**src/rtl/instr_encoder_if.sv**
```systemverilog
// instr_encoder_if: descriptor stream in, imem write port out
// master: descriptor source / imem sink; slave: the encoder
interface instr_encoder_if #(parameter int AW = 10);
    logic          in_valid;
    logic          in_ready;
    logic [4:0]    in_op;
    logic [4:0]    in_rs;
    logic [4:0]    in_rt;
    logic [4:0]    in_rd;
    logic [31:0]   in_imm;
    logic          imem_we;
    logic [AW-1:0] imem_addr;
    logic [31:0]   imem_wdata;
    modport master (
        output in_valid, in_op, in_rs, in_rt, in_rd, in_imm,
        input  in_ready, imem_we, imem_addr, imem_wdata
    );
    modport slave (
        input  in_valid, in_op, in_rs, in_rt, in_rd, in_imm,
        output in_ready, imem_we, imem_addr, imem_wdata
    );
endinterface

```
**src/rtl/instr_encoder.sv**
```systemverilog
// instr_encoder: packs op/rs/rt/rd/imm descriptors into ISA words, writes them to consecutive imem addresses
// clk, reset_n (async, active-low); start/base_addr/count launch a block of count descriptors
// bus: descriptor valid/ready stream and registered imem write port (1-cycle latency)
// busy/done status, sticky err_op/err_range, words_written since last start
module instr_encoder #(parameter int AW = 10) (
    input  logic          clk,
    input  logic          reset_n,
    input  logic          start,
    input  logic [AW-1:0] base_addr,
    input  logic [AW:0]   count,
    instr_encoder_if.slave bus,
    output logic          busy,
    output logic          done,
    output logic          err_op,
    output logic          err_range,
    output logic [AW:0]   words_written
);
    typedef enum logic [1:0] {IDLE, RUN, FLUSH} state_t;
    state_t state, state_nx;
    logic [AW:0]   total, accepted;
    logic [AW-1:0] ptr;
    logic          go, accept, last;
    logic [31:0]   enc, imm;
    logic          bad_op, bad_rng, sfit, ufit;
    logic [19:0]   rfld;
    logic [25:0]   ifld;
    always_ff @(posedge clk or negedge reset_n)
        if (!reset_n) state <= IDLE;
        else state <= state_nx;
    always_comb begin
        state_nx     = state;
        bus.in_ready = state == RUN && accepted < total;
        busy         = state != IDLE;
        done         = state == FLUSH;
        go           = start && state == IDLE;
        accept       = bus.in_valid && bus.in_ready;
        last         = accept && accepted + 1'b1 == total;
        case (state)
            IDLE:    if (start) state_nx = count == '0 ? FLUSH : RUN;
            RUN:     if (last) state_nx = FLUSH;
            default: state_nx = IDLE;
        endcase
    end
    assign imm  = bus.in_imm;
    // signed imm16 fits when the sign bit and everything above agree
    assign sfit = &imm[31:15] | ~|imm[31:15];
    assign ufit = ~|imm[31:16];
    assign rfld = {bus.in_rs, bus.in_rt, bus.in_rd, 5'd0};
    assign ifld = {bus.in_rs, bus.in_rt, imm[15:0]};
    always_comb begin
        enc     = '0;
        bad_op  = 1'b0;
        bad_rng = 1'b0;
        case (bus.in_op)
            5'd0:    enc = {6'h00, rfld, 6'h20};
            5'd1:    enc = {6'h00, rfld, 6'h21};
            5'd2:    enc = {6'h00, rfld, 6'h22};
            5'd3:    enc = {6'h00, rfld, 6'h23};
            5'd4:    enc = {6'h00, rfld, 6'h24};
            5'd5:    enc = {6'h00, rfld, 6'h25};
            5'd6:    {enc, bad_rng} = {11'd0, bus.in_rt, bus.in_rd, imm[4:0], 6'h00, |imm[31:5]};
            5'd7:    {enc, bad_rng} = {11'd0, bus.in_rt, bus.in_rd, imm[4:0], 6'h02, |imm[31:5]};
            5'd8:    enc = {6'h00, rfld, 6'h2a};
            5'd9:    enc = {6'h00, bus.in_rs, 15'd0, 6'h08};
            5'd10:   {enc, bad_rng} = {6'h08, ifld, !sfit};
            5'd11:   {enc, bad_rng} = {6'h09, ifld, !ufit};
            5'd12:   {enc, bad_rng} = {6'h0a, ifld, !sfit};
            5'd13:   {enc, bad_rng} = {6'h0b, ifld, !ufit};
            5'd14:   {enc, bad_rng} = {6'h0c, ifld, !ufit};
            5'd15:   {enc, bad_rng} = {6'h0d, ifld, !ufit};
            5'd16:   {enc, bad_rng} = {6'h18, ifld, !sfit};
            5'd17:   {enc, bad_rng} = {6'h19, ifld, !sfit};
            5'd18:   {enc, bad_rng} = {6'h1a, ifld, !sfit};
            5'd19:   {enc, bad_rng} = {6'h1b, ifld, !sfit};
            5'd20:   {enc, bad_rng} = {6'h1c, ifld, !sfit};
            5'd21:   {enc, bad_rng} = {6'h1e, ifld, !sfit};
            5'd22:   {enc, bad_rng} = {6'h23, ifld, !sfit};
            5'd23:   {enc, bad_rng} = {6'h2b, ifld, !sfit};
            5'd24:   {enc, bad_rng} = {6'h02, imm[25:0], |imm[31:26]};
            5'd25:   {enc, bad_rng} = {6'h03, imm[25:0], |imm[31:26]};
            default: bad_op = 1'b1;
        endcase
    end
    // go only happens in IDLE and accept only in RUN, so they never collide
    always_ff @(posedge clk or negedge reset_n)
        if (!reset_n) begin
            total          <= '0;
            accepted       <= '0;
            ptr            <= '0;
            bus.imem_we    <= 1'b0;
            bus.imem_addr  <= '0;
            bus.imem_wdata <= '0;
            err_op         <= 1'b0;
            err_range      <= 1'b0;
            words_written  <= '0;
        end else begin
            bus.imem_we <= accept;
            if (bus.imem_we) words_written <= words_written + 1'b1;
            if (go) begin
                total         <= count;
                accepted      <= '0;
                ptr           <= base_addr;
                err_op        <= 1'b0;
                err_range     <= 1'b0;
                words_written <= '0;
            end
            if (accept) begin
                accepted       <= accepted + 1'b1;
                ptr            <= ptr + 1'b1;
                bus.imem_addr  <= ptr;
                bus.imem_wdata <= enc;
                err_op         <= err_op | bad_op;
                err_range      <= err_range | bad_rng;
            end
        end
endmodule

```
**src/flat_wrapper.sv**
```systemverilog
// flat-port wrapper written by rule: the top's interface ports become plain ports
module instr_encoder_flat 
#(parameter int AW = 10)
  (clk, reset_n, start, base_addr, count, busy, done, err_op, err_range, words_written, bus_in_valid, bus_in_op, bus_in_rs, bus_in_rt, bus_in_rd, bus_in_imm, bus_in_ready, bus_imem_we, bus_imem_addr, bus_imem_wdata);
  instr_encoder_if #(.AW(AW)) bus_i ();
  input  logic clk;
  input  logic reset_n;
  input  logic start;
  input  logic [AW-1:0] base_addr;
  input  logic [AW:0] count;
  output logic busy;
  output logic done;
  output logic err_op;
  output logic err_range;
  output logic [AW:0] words_written;
  input wire logic [$bits(bus_i.in_valid)-1:0] bus_in_valid;
  input wire logic [$bits(bus_i.in_op)-1:0] bus_in_op;
  input wire logic [$bits(bus_i.in_rs)-1:0] bus_in_rs;
  input wire logic [$bits(bus_i.in_rt)-1:0] bus_in_rt;
  input wire logic [$bits(bus_i.in_rd)-1:0] bus_in_rd;
  input wire logic [$bits(bus_i.in_imm)-1:0] bus_in_imm;
  output wire logic [$bits(bus_i.in_ready)-1:0] bus_in_ready;
  output wire logic [$bits(bus_i.imem_we)-1:0] bus_imem_we;
  output wire logic [$bits(bus_i.imem_addr)-1:0] bus_imem_addr;
  output wire logic [$bits(bus_i.imem_wdata)-1:0] bus_imem_wdata;
  assign bus_i.in_valid = bus_in_valid;
  assign bus_i.in_op = bus_in_op;
  assign bus_i.in_rs = bus_in_rs;
  assign bus_i.in_rt = bus_in_rt;
  assign bus_i.in_rd = bus_in_rd;
  assign bus_i.in_imm = bus_in_imm;
  assign bus_in_ready = bus_i.in_ready;
  assign bus_imem_we = bus_i.imem_we;
  assign bus_imem_addr = bus_i.imem_addr;
  assign bus_imem_wdata = bus_i.imem_wdata;
  instr_encoder #(.AW(AW)) u_core (.clk(clk), .reset_n(reset_n), .start(start), .base_addr(base_addr), .count(count), .bus(bus_i), .busy(busy), .done(done), .err_op(err_op), .err_range(err_range), .words_written(words_written));
endmodule
```
**config.mk**
```make
export PLATFORM = sky130hd
export DESIGN_NAME = instr_encoder_flat
export DESIGN_NICKNAME = d
export VERILOG_FILES = /design/src/rtl/instr_encoder_if.sv /design/src/rtl/instr_encoder.sv /design/src/flat_wrapper.sv
export SDC_FILE = /design/constraint.sdc
export NUM_CORES = 1
export LEC_CHECK = 0
export CORE_ASPECT_RATIO = 0.5
export CORE_UTILIZATION = 50
export DETAILED_ROUTE_END_ITERATION = 8
export GPL_ROUTABILITY_DRIVEN = 0
export PLACE_DENSITY = 0.82
export SLEW_MARGIN = 20
export SYNTH_ARGS = -nofsm -noshare
export SYNTH_HDL_FRONTEND = slang
export SYNTH_SLANG_ARGS = --single-unit
export TNS_END_PERCENT = 1
```
**constraint.sdc**
```tcl
create_clock -name clk -period 2.85 [get_ports clk]
set_clock_uncertainty 0.05 [all_clocks]
set_input_delay 0.855 -clock clk [delete_from_list [all_inputs] [get_ports clk]]
set_output_delay 0.855 -clock clk [all_outputs]
set_load 0.02 [all_outputs]
```
==> summary.md, run 1 <==
The total overflow left after global routing is 0. In the global route stage, overall resource usage came out at 28.4%. The origin of the critical flop-to-flop path is u_core.total[6]. OpenSTA, run right after detailed placement, puts the worst setup slack at -36.3 ps.

The clock transition at the registers of the reported paths is 70 ps, and the post-route minimum period is 2760 ps. The number of slew-limit violations in the final report came out at 0. The final setup violation count came out at 0. The end of the worst register-to-register path was u_core.state[0]. The tools report the CTS H-tree depth as 3. The routed via count divided by cell count is 5.85, and the total count of hold-check failures in the final report is 0.

In the synthesized netlist the dominant register cell turns out to be sky130_fd_sc_hd__dfrtp_1. The filler-free cell count of the finished design was 900. The commonest cells after synthesis are sky130_fd_sc_hd__nand2_1 (96), sky130_fd_sc_hd__dfrtp_1 (90), sky130_fd_sc_hd__o21ai_0 (64). STA classifies the critical path endpoint as an output pin. The number of global-route vias before repair is 5121, and the worst-case hold slack is 422 ps. The first-iteration detailed-routing DRC count was 377; the synthesis-stage register bit count was 90. After detailed routing, the number of remaining DRC violations is 0.

The number of buffers added on ports was 135. TritonCTS built the clock tree. The detailed-router iteration count before antenna repair was 5; the number of cell instances on the worst register-to-register path was 9.

For the number of I/O pins, the log shows 136. Clock tree synthesis selected as its root buffer the cell sky130_fd_sc_hd__clkbuf_16. The startpoint-to-endpoint class of the critical path is flip-flop to output pin. In the final layout, the share of cells above drive strength 1 is 10.6%.

The total power density per cell area was 797 nW/um^2. In this run the horizontal extent of the chip is 147 um. The placed instances occupy a cell area of 6940 um^2. Entering global routing, the biggest net connects 53 pins. After layout, the worst setup slack is 86.0 ps.

The estimated wirelength of the detail-placed design was 11.0 mm; the worst vdd rail ir drop was 318 uV. Setup slack on the worst reg-to-reg path comes out at 170 ps. After filler insertion, the fill cell instance count of the layout stands at 756.

The logs give 7260 um^2 for the post-layout instance area and 90 for the total number of clock tree sinks. For the pin with the worst max-slew slack, the measured transition is 697 ps. Setup repair after global routing left no endpoint under its margin. The number of enable-type register cells in the synthesized netlist came out at 0. The synthesized netlist net count was 697. The post-synth design cell area was 5230 um^2.

Yosys attributes the largest share of cell area to sky130_fd_sc_hd__dfrtp_1 (43%), sky130_fd_sc_hd__nand2_1 (6.9%), sky130_fd_sc_hd__o21ai_0 (6.1%). After detailed routing, the total wire length is 15.0 mm. The kind of launch point of the worst setup path was a flip-flop.

For this run, the post-layout net count is 851. The flow ran to the end, and the final reports show no timing, DRC or antenna violations. Tracing the worst setup path back leads to its startpoint at u_core.total[6]. The yosys synthesis warning count came out at 0.

Cell with the most instances after synthesis: sky130_fd_sc_hd__nand2_1. STA puts the critical path data arrival time at 1860 ps. Once detail routing completed, the nets flagged for antenna violations numbered 0.

The post-route core utilization came out at 74.1%. The vias after detailed routing is 5269. The die covers 10900 um^2.

The repair_antennas step left the layout with diodes totalling 0. Worst slew slack as a fraction of its limit: 53.2%. The detailed-route wire length per cell is 16.6 um, and the worst path required time is 1950 ps.

The first global-routing pass estimated 24.2 mm of wire. The worst-skew pair later-pin latency was 340 ps. Number of rows in the core area: 25. Including well taps, the total number of placed cells is 883. In this run the biggest area consumer among cell types represents 43.1% of the synthesized area. Of all cell types, the one taking the most synthesized area is sky130_fd_sc_hd__dfrtp_1. In this run the mean area of a mapped cell was 8.63 um^2. The run gives 0 as the number of antenna violations at the first check in global routing. Along the worst path, the maximum fanout reaches 3.

The number of different library cells in the post-synthesis netlist was 63; the initial core utilization was 53.4%. Summing the sequential cell areas from Yosys gives 43.1% of the chip area. Summed over all cells, the static leakage comes to 3.18 nW.

The logs give 2 for the number of buffers on the longest clock path and 9790 um^2 for the core area. Of all flip-flops after synthesis, the portion carrying an async set or reset was 100%. The class of the tightest hold or removal check was flip-flop to flip-flop. The number of cells produced by synthesis was 606.

The number of maximum-capacitance violations was 0. The die boundary height was 74.3 um. The relative area change from synthesis to final layout works out to 38.8%.

Endpoint of the most critical setup path: bus_in_ready. For the number of CTS-inserted buffers, the log shows 9. Derived from the worst setup path, the maximum achievable clock frequency is 362 MHz. Of the available clock period, the critical path in the final layout requires 97.0%.
critical path: stages (launching register included):
cell and delay, ps:
sky130_fd_sc_hd__dfrtp_1 360, sky130_fd_sc_hd__inv_1 70, sky130_fd_sc_hd__ha_1 310, sky130_fd_sc_hd__nand4_1 100
sky130_fd_sc_hd__o21ai_1 70, sky130_fd_sc_hd__o31a_1 310, sky130_fd_sc_hd__nor2_1 130, sky130_fd_sc_hd__buf_4 160
placed cells by master (no fill, tap or decap), drive strengths merged, types with 5 or more instances in the layout:
cell / Yosys / layout
xor2: 9 / 9
a21oi: 23 / 23
clkbuf: 29 / 11
nor2: 49 / 49
nand2: 96 / 96
a31oi: 9 / 9
dfrtp: 90 / 90
nor3: 10 / 10
a22oi: 10 / 10
a22o: 15 / 15
a221o: 7 / 7
o21ai: 66 / 66
nor2b: 6 / 6
nand3: 16 / 16
buf: 9 / 48
nand4: 11 / 11
ha: 14 / 14
clkdlybuf4s50: 0 / 133
xnor2: 9 / 9
inv: 23 / 24
mux2i: 8 / 8
o22ai: 5 / 5
nor4: 7 / 7
a221oi: 9 / 9
and3: 14 / 14
nor3b: 8 / 8
worst min-delay path by stage:
stage	endpoint	from	cells after the start
5_1_grt	u_core.bus.imem_addr[2]	u_core.bus.imem_addr[2]	2
3_3_place_gp	u_core.bus.imem_wdata[4]	u_core.bus.imem_wdata[4]	2
4_1_cts	u_core.bus.imem_wdata[4]	u_core.bus.imem_wdata[4]	2
3_5_place_dp	u_core.bus.imem_wdata[4]	u_core.bus.imem_wdata[4]	2
2_1_floorplan	u_core.total[0]	u_core.total[0]	2
6_report	u_core.bus.imem_wdata[4]	u_core.bus.imem_wdata[4]	2
metrics by stage:
step | total power (W) | setup TNS, ps
after floorplan | 0.00340 | 0
after global placement | 0.00450 | 0
after detailed placement | 0.00460 | -36.3
after CTS | 0.00578 | 0
after global routing | 0.00613 | 0
final | 0.00578 | 0
cells by family (layout without fill, tap and decap cells):
family	Yosys count	in the layout	share of synthesized area (%)
and+or+nand+nor	236	236	21.4
AOI/OAI and AO/OA	176	176	22.2
DFF	90	90	43.1
buffers and inverters	62	221	4.95
xor gates and xnor gates	18	18	3.02
adders and majority gates	15	15	3.54
muxes	9	9	1.75
timing repair:
action                     in CTS  in global routing
hold buffers                    0                  0
setup endpoints to repair       1                  1
pin swaps                       0                  1
setup buffers                   0                  1
gates resized for setup         4                  4
state kept, by name, indices dropped and copies added, names as in the netlist:
register               flops
u_core.err_range           1
u_core.ptr                10
u_core.state               2
u_core.err_op              1
u_core.accepted           11
u_core.bus.imem_we         1
u_core.bus.imem_wdata     32
u_core.bus.imem_addr      10
u_core.words_written      11
u_core.total              11
where the power goes:
group | switching, W | internal, W | total (W)
Clock | 0.000507 | 0.000642 | 0.00115
Sequential | 0.000341 | 0.00173 | 0.00207
Combinational | 0.00135 | 0.00122 | 0.00257
final cells by class:
class,count,area [um^2],area share (%)
clock inverters,5,37.5,0.517
repair buffers,181,1720,23.7
multi-input cells,454,2740,37.7
well taps,135,169,2.33
inverters,24,90.1,1.24
clock buffers,11,253,3.48
flip-flops and latches,90,2250,31.0
layer usage:
| layer | wire length (um) | GRT usage (%) | part of all wire, % |
|---|---|---|---|
| met2 | 7340 | 50.3 | 49 |
| met1 | 6440 | 35.3 | 43 |
| met5 | 0 | 0 | 0 |
| met3 | 884 | 5.95 | 5.9 |
| met4 | 309 | 10.2 | 2.1 |
(Power assumes the default switching activity.)
==> inputs of run 2 (changes only) <==
--- a/config.mk
+++ b/config.mk
@@ -8,4 +8,5 @@
 export CORE_ASPECT_RATIO = 0.5
 export CORE_UTILIZATION = 50
+export CTS_CLUSTER_DIAMETER = 40
 export DETAILED_ROUTE_END_ITERATION = 8
 export GPL_ROUTABILITY_DRIVEN = 0
--- a/constraint.sdc
+++ b/constraint.sdc
@@ -3,3 +3,3 @@
 set_input_delay 0.855 -clock clk [delete_from_list [all_inputs] [get_ports clk]]
 set_output_delay 0.855 -clock clk [all_outputs]
-set_load 0.02 [all_outputs]
+set_load 0.05 [all_outputs]
==> run 2 against run 1 <==
Utilization up 0.37 points; worst hold slack lost 100 ps; clock-buffer cell count down 2; critical path depth fell by 1; first-iteration DRC count grew 5.8%; highest routed layer unchanged; critical path type unchanged; largest cell class unchanged; register-to-register slack about the same; clock power rose by 3%; sequential cell count did not move.
==> summary.md, run 2 (same netlist as run 1, synthesis figures left out) <==
Of the total power, combinational logic draws 49.8%. The internal portion of the total power is 0.00360 W. For the number of antenna violations at the first check in global routing, the log shows 0.

For this design the static power due to leakage is 3.17 nW. On the worst path, the slowest cell contributes a delay of 400 ps. Origin of the critical flop-to-flop path: u_core.accepted[4]. The register with the most flip-flops in the layout has 32 of them. The run gives 2 as the number of buffers on the longest clock path. The CTS H-tree depth was 3. TritonCTS built the clock tree. The count of nets left with antenna violations once routing finished came out at 0.

Setup violations remaining at the end of the flow were counted as 0. The number of cell instances on the worst register-to-register path was 8. The logs give 399 for the first-iteration detailed-routing DRC count and 845 for the final net count. The number of maximum-capacitance violations was 0; the area of the die was 10900 um^2. Walking the worst path, the cells encountered are ha_1 > nand4_1 > o21ai_1 > o31a_1 > nor2_2 > buf_12. For the total count of hold-check failures in the final report, the log shows 0.

Dividing total power by cell area gives a power density of 897 nW/um^2. Number of rows in the core area: 25. The total negative slack is 0 ps, and the count of unresolved DRC violations after routing is 0. Pin placement for this block handled 136 I/O pins. In this run, flip-flops and latches consume 32.0% of the power. Across every metal layer, demand over resource in global routing totals 27.0%. The tools report the pin count of the biggest net entering global routing as 75. The cell family with the largest share of critical-path delay is compound AO/OA/AOI/OAI gates.

IR analysis of the VDD net gives a maximum drop of 381 uV. Most common cell after layout, fill and taps aside: sky130_fd_sc_hd__clkdlybuf4s50_1. The number of buffers added on ports is 135. Setup repair after global routing could not meet its margin everywhere.

The class of the tightest hold or removal check was primary input to async pin. The peak fanout along the critical path works out to 2. Counting flops per register, the top entry is u_core.bus.imem_wdata.

The first-pass GRT wire length is 23.3 mm, and the number of slew-limit violations in the final report is 0. The tools report the clock network fraction of design power as 18.2%. The clock transition at the registers of the reported paths was 70 ps. After detailed routing, the total wire length is 14.5 mm.

For the number of global-route vias before repair, the log shows 4765. CTS saw 90 sinks. After detailed routing, the average wire length per cell comes to 16.2 um.

The die is 147 um wide. Routed via count divided by cell count: 5.84. The logs give 5218 for the vias after detailed routing and 1950 ps for the worst path required time. In this run the clock root is driven by a sky130_fd_sc_hd__clkbuf_16. The pre-antenna-repair detailed-routing pass consisted of 6 iterations. The flow ran to the end, and the final reports show no timing, DRC or antenna violations. The worst path in the final design needs a cycle of 2810 ps, including I/O delays and setup.

In this run the register-to-register setup slack is 160 ps. The tools report the kind of launch point of the worst setup path as a flip-flop. The pin slew with the least headroom to its limit is 688 ps. The upper clock frequency limit was 355 MHz. Global routing finished with a remaining overflow of 0. Count of inserted antenna diode cells: 0. The tools report the worst slew slack as a fraction of its limit as 53.7%. The end of the worst register-to-register path is u_core.state[0]. STA classifies the critical path endpoint as an output pin.

The die boundary height came out at 74.3 um. The slowest stage of the critical path belongs to the cell sky130_fd_sc_hd__dfrtp_1. The core region is 9790 um^2. In the finished design, the share of the clock period the worst path needs comes to 98.7%. The power dissipated by switching net loads came out at 0.00294 W.

The buffers plus inverters on the worst setup path came out at 1. The switching portion of total power is 44.9%, and the worst-skew pair later-pin latency is 350 ps. In this run, CTS created clock tree buffers numbering 9. The HPWL after detailed placement is 10.3 mm.

Once the floorplan was initialized, standard cells occupied 53.4% of the core. Data arrives at the worst endpoint at 1910 ps. The relative area change from synthesis to final layout was 39.5%. On the final layout, the worst hold slack is 317 ps. The library cells used most frequently in the layout, excluding fill and tap cells, are sky130_fd_sc_hd__clkdlybuf4s50_1 (133), sky130_fd_sc_hd__nand2_1 (96), sky130_fd_sc_hd__dfrtp_1 (88).

The startpoint-to-endpoint class of the critical path is flip-flop to output pin. Fraction of layout cells with a size suffix above 1: 11.2%. Buffers inserted to repair hold after CTS numbered 0.
-- run 2: cell types whose count changed in the layout (fill, tap and decap cells not counted), sizes merged --
cell      change
clkinvlp      -2
clkinv        +1
clkbuf        -2
inv           +3
buf           -6
-- run 2: metal layers --
layer / vias to the layer above / routed length (um) / global-route usage, %
met5: - / 0 / 0
met4: 0 / 269 / 9.38
met3: 27 / 763 / 4.97
met2: 197 / 6880 / 44.8
met1: 2503 / 6570 / 36.5
li1: 2491 / - / -
-- run 2: power by group through the flow --
stage          Combinational [W]  Sequential, W  Clock, W
2_1_floorplan            0.00103        0.00303         0
3_3_place_gp             0.00303        0.00209         0
3_5_place_dp             0.00308        0.00211         0
4_1_cts                  0.00312        0.00209   0.00120
5_1_grt                  0.00350        0.00215   0.00124
6_report                 0.00326        0.00209   0.00119
-- run 2: area by class of cell --
type	count	area, um^2
sequential	90	2250
tap	135	169
clock buffer	9	225
fill	724	2500
timing repair buffer	175	1710
clock inverter	7	71.3
inverter	24	90.1
multi-input combinational	454	2770
-- run 2: timing repair --
| action | 4_1_cts | 5_1_grt |
|---|---|---|
| setup endpoints to repair | 1 | 2 |
| buffers inserted | 4 | 8 |
| pin swaps | 2 | 2 |
| resized for setup | 3 | 10 |
-- run 2: worst max-delay path by stage --
stage	start	slack, ps	to	depth (start not counted)
after detailed placement	bus_in_imm[26]	70	u_core.err_range	7
after floorplan	u_core.accepted[5]	70	bus_in_ready	5
after CTS	u_core.total[2]	6	bus_in_ready	7
after global routing	u_core.total[4]	-20	bus_in_ready	7
after global placement	bus_in_imm[26]	100	u_core.err_range	7
final	u_core.accepted[4]	40	bus_in_ready	6
-- run 2: per-stage QoR --
stage / instance area (um^2) / cells / setup WS, ps / util [%] / total power (W)
after floorplan: 5230 / 606 / 69.0 / - / 0.00405
after global placement: 6850 / 866 / 101 / 69.9 / 0.00512
after detailed placement: 6850 / 866 / 72.1 / 69.9 / 0.00519
after CTS: 7190 / 886 / 6.45 / 73.4 / 0.00642
after global routing: 7290 / 894 / -21.3 / 74.5 / 0.00689
final: 7290 / 894 / 36.7 / 74.5 / 0.00654
-- run 2: worst register-to-register path: cells and delay by family (launching register included) --
kind	cells	cell delay, ps
AO/OA/AOI/OAI	3	690
adder cells (fa/ha/maj)	1	320
buffers and inverters	1	150
flip-flops	1	400
AND/OR/NAND/NOR	3	980
==> inputs of run 3 (changes only) <==
- CTS_CLUSTER_SIZE: default -> 8
==> results of run 3 <==
No change in the layout: final DEF, timing and power equal those of run 2.
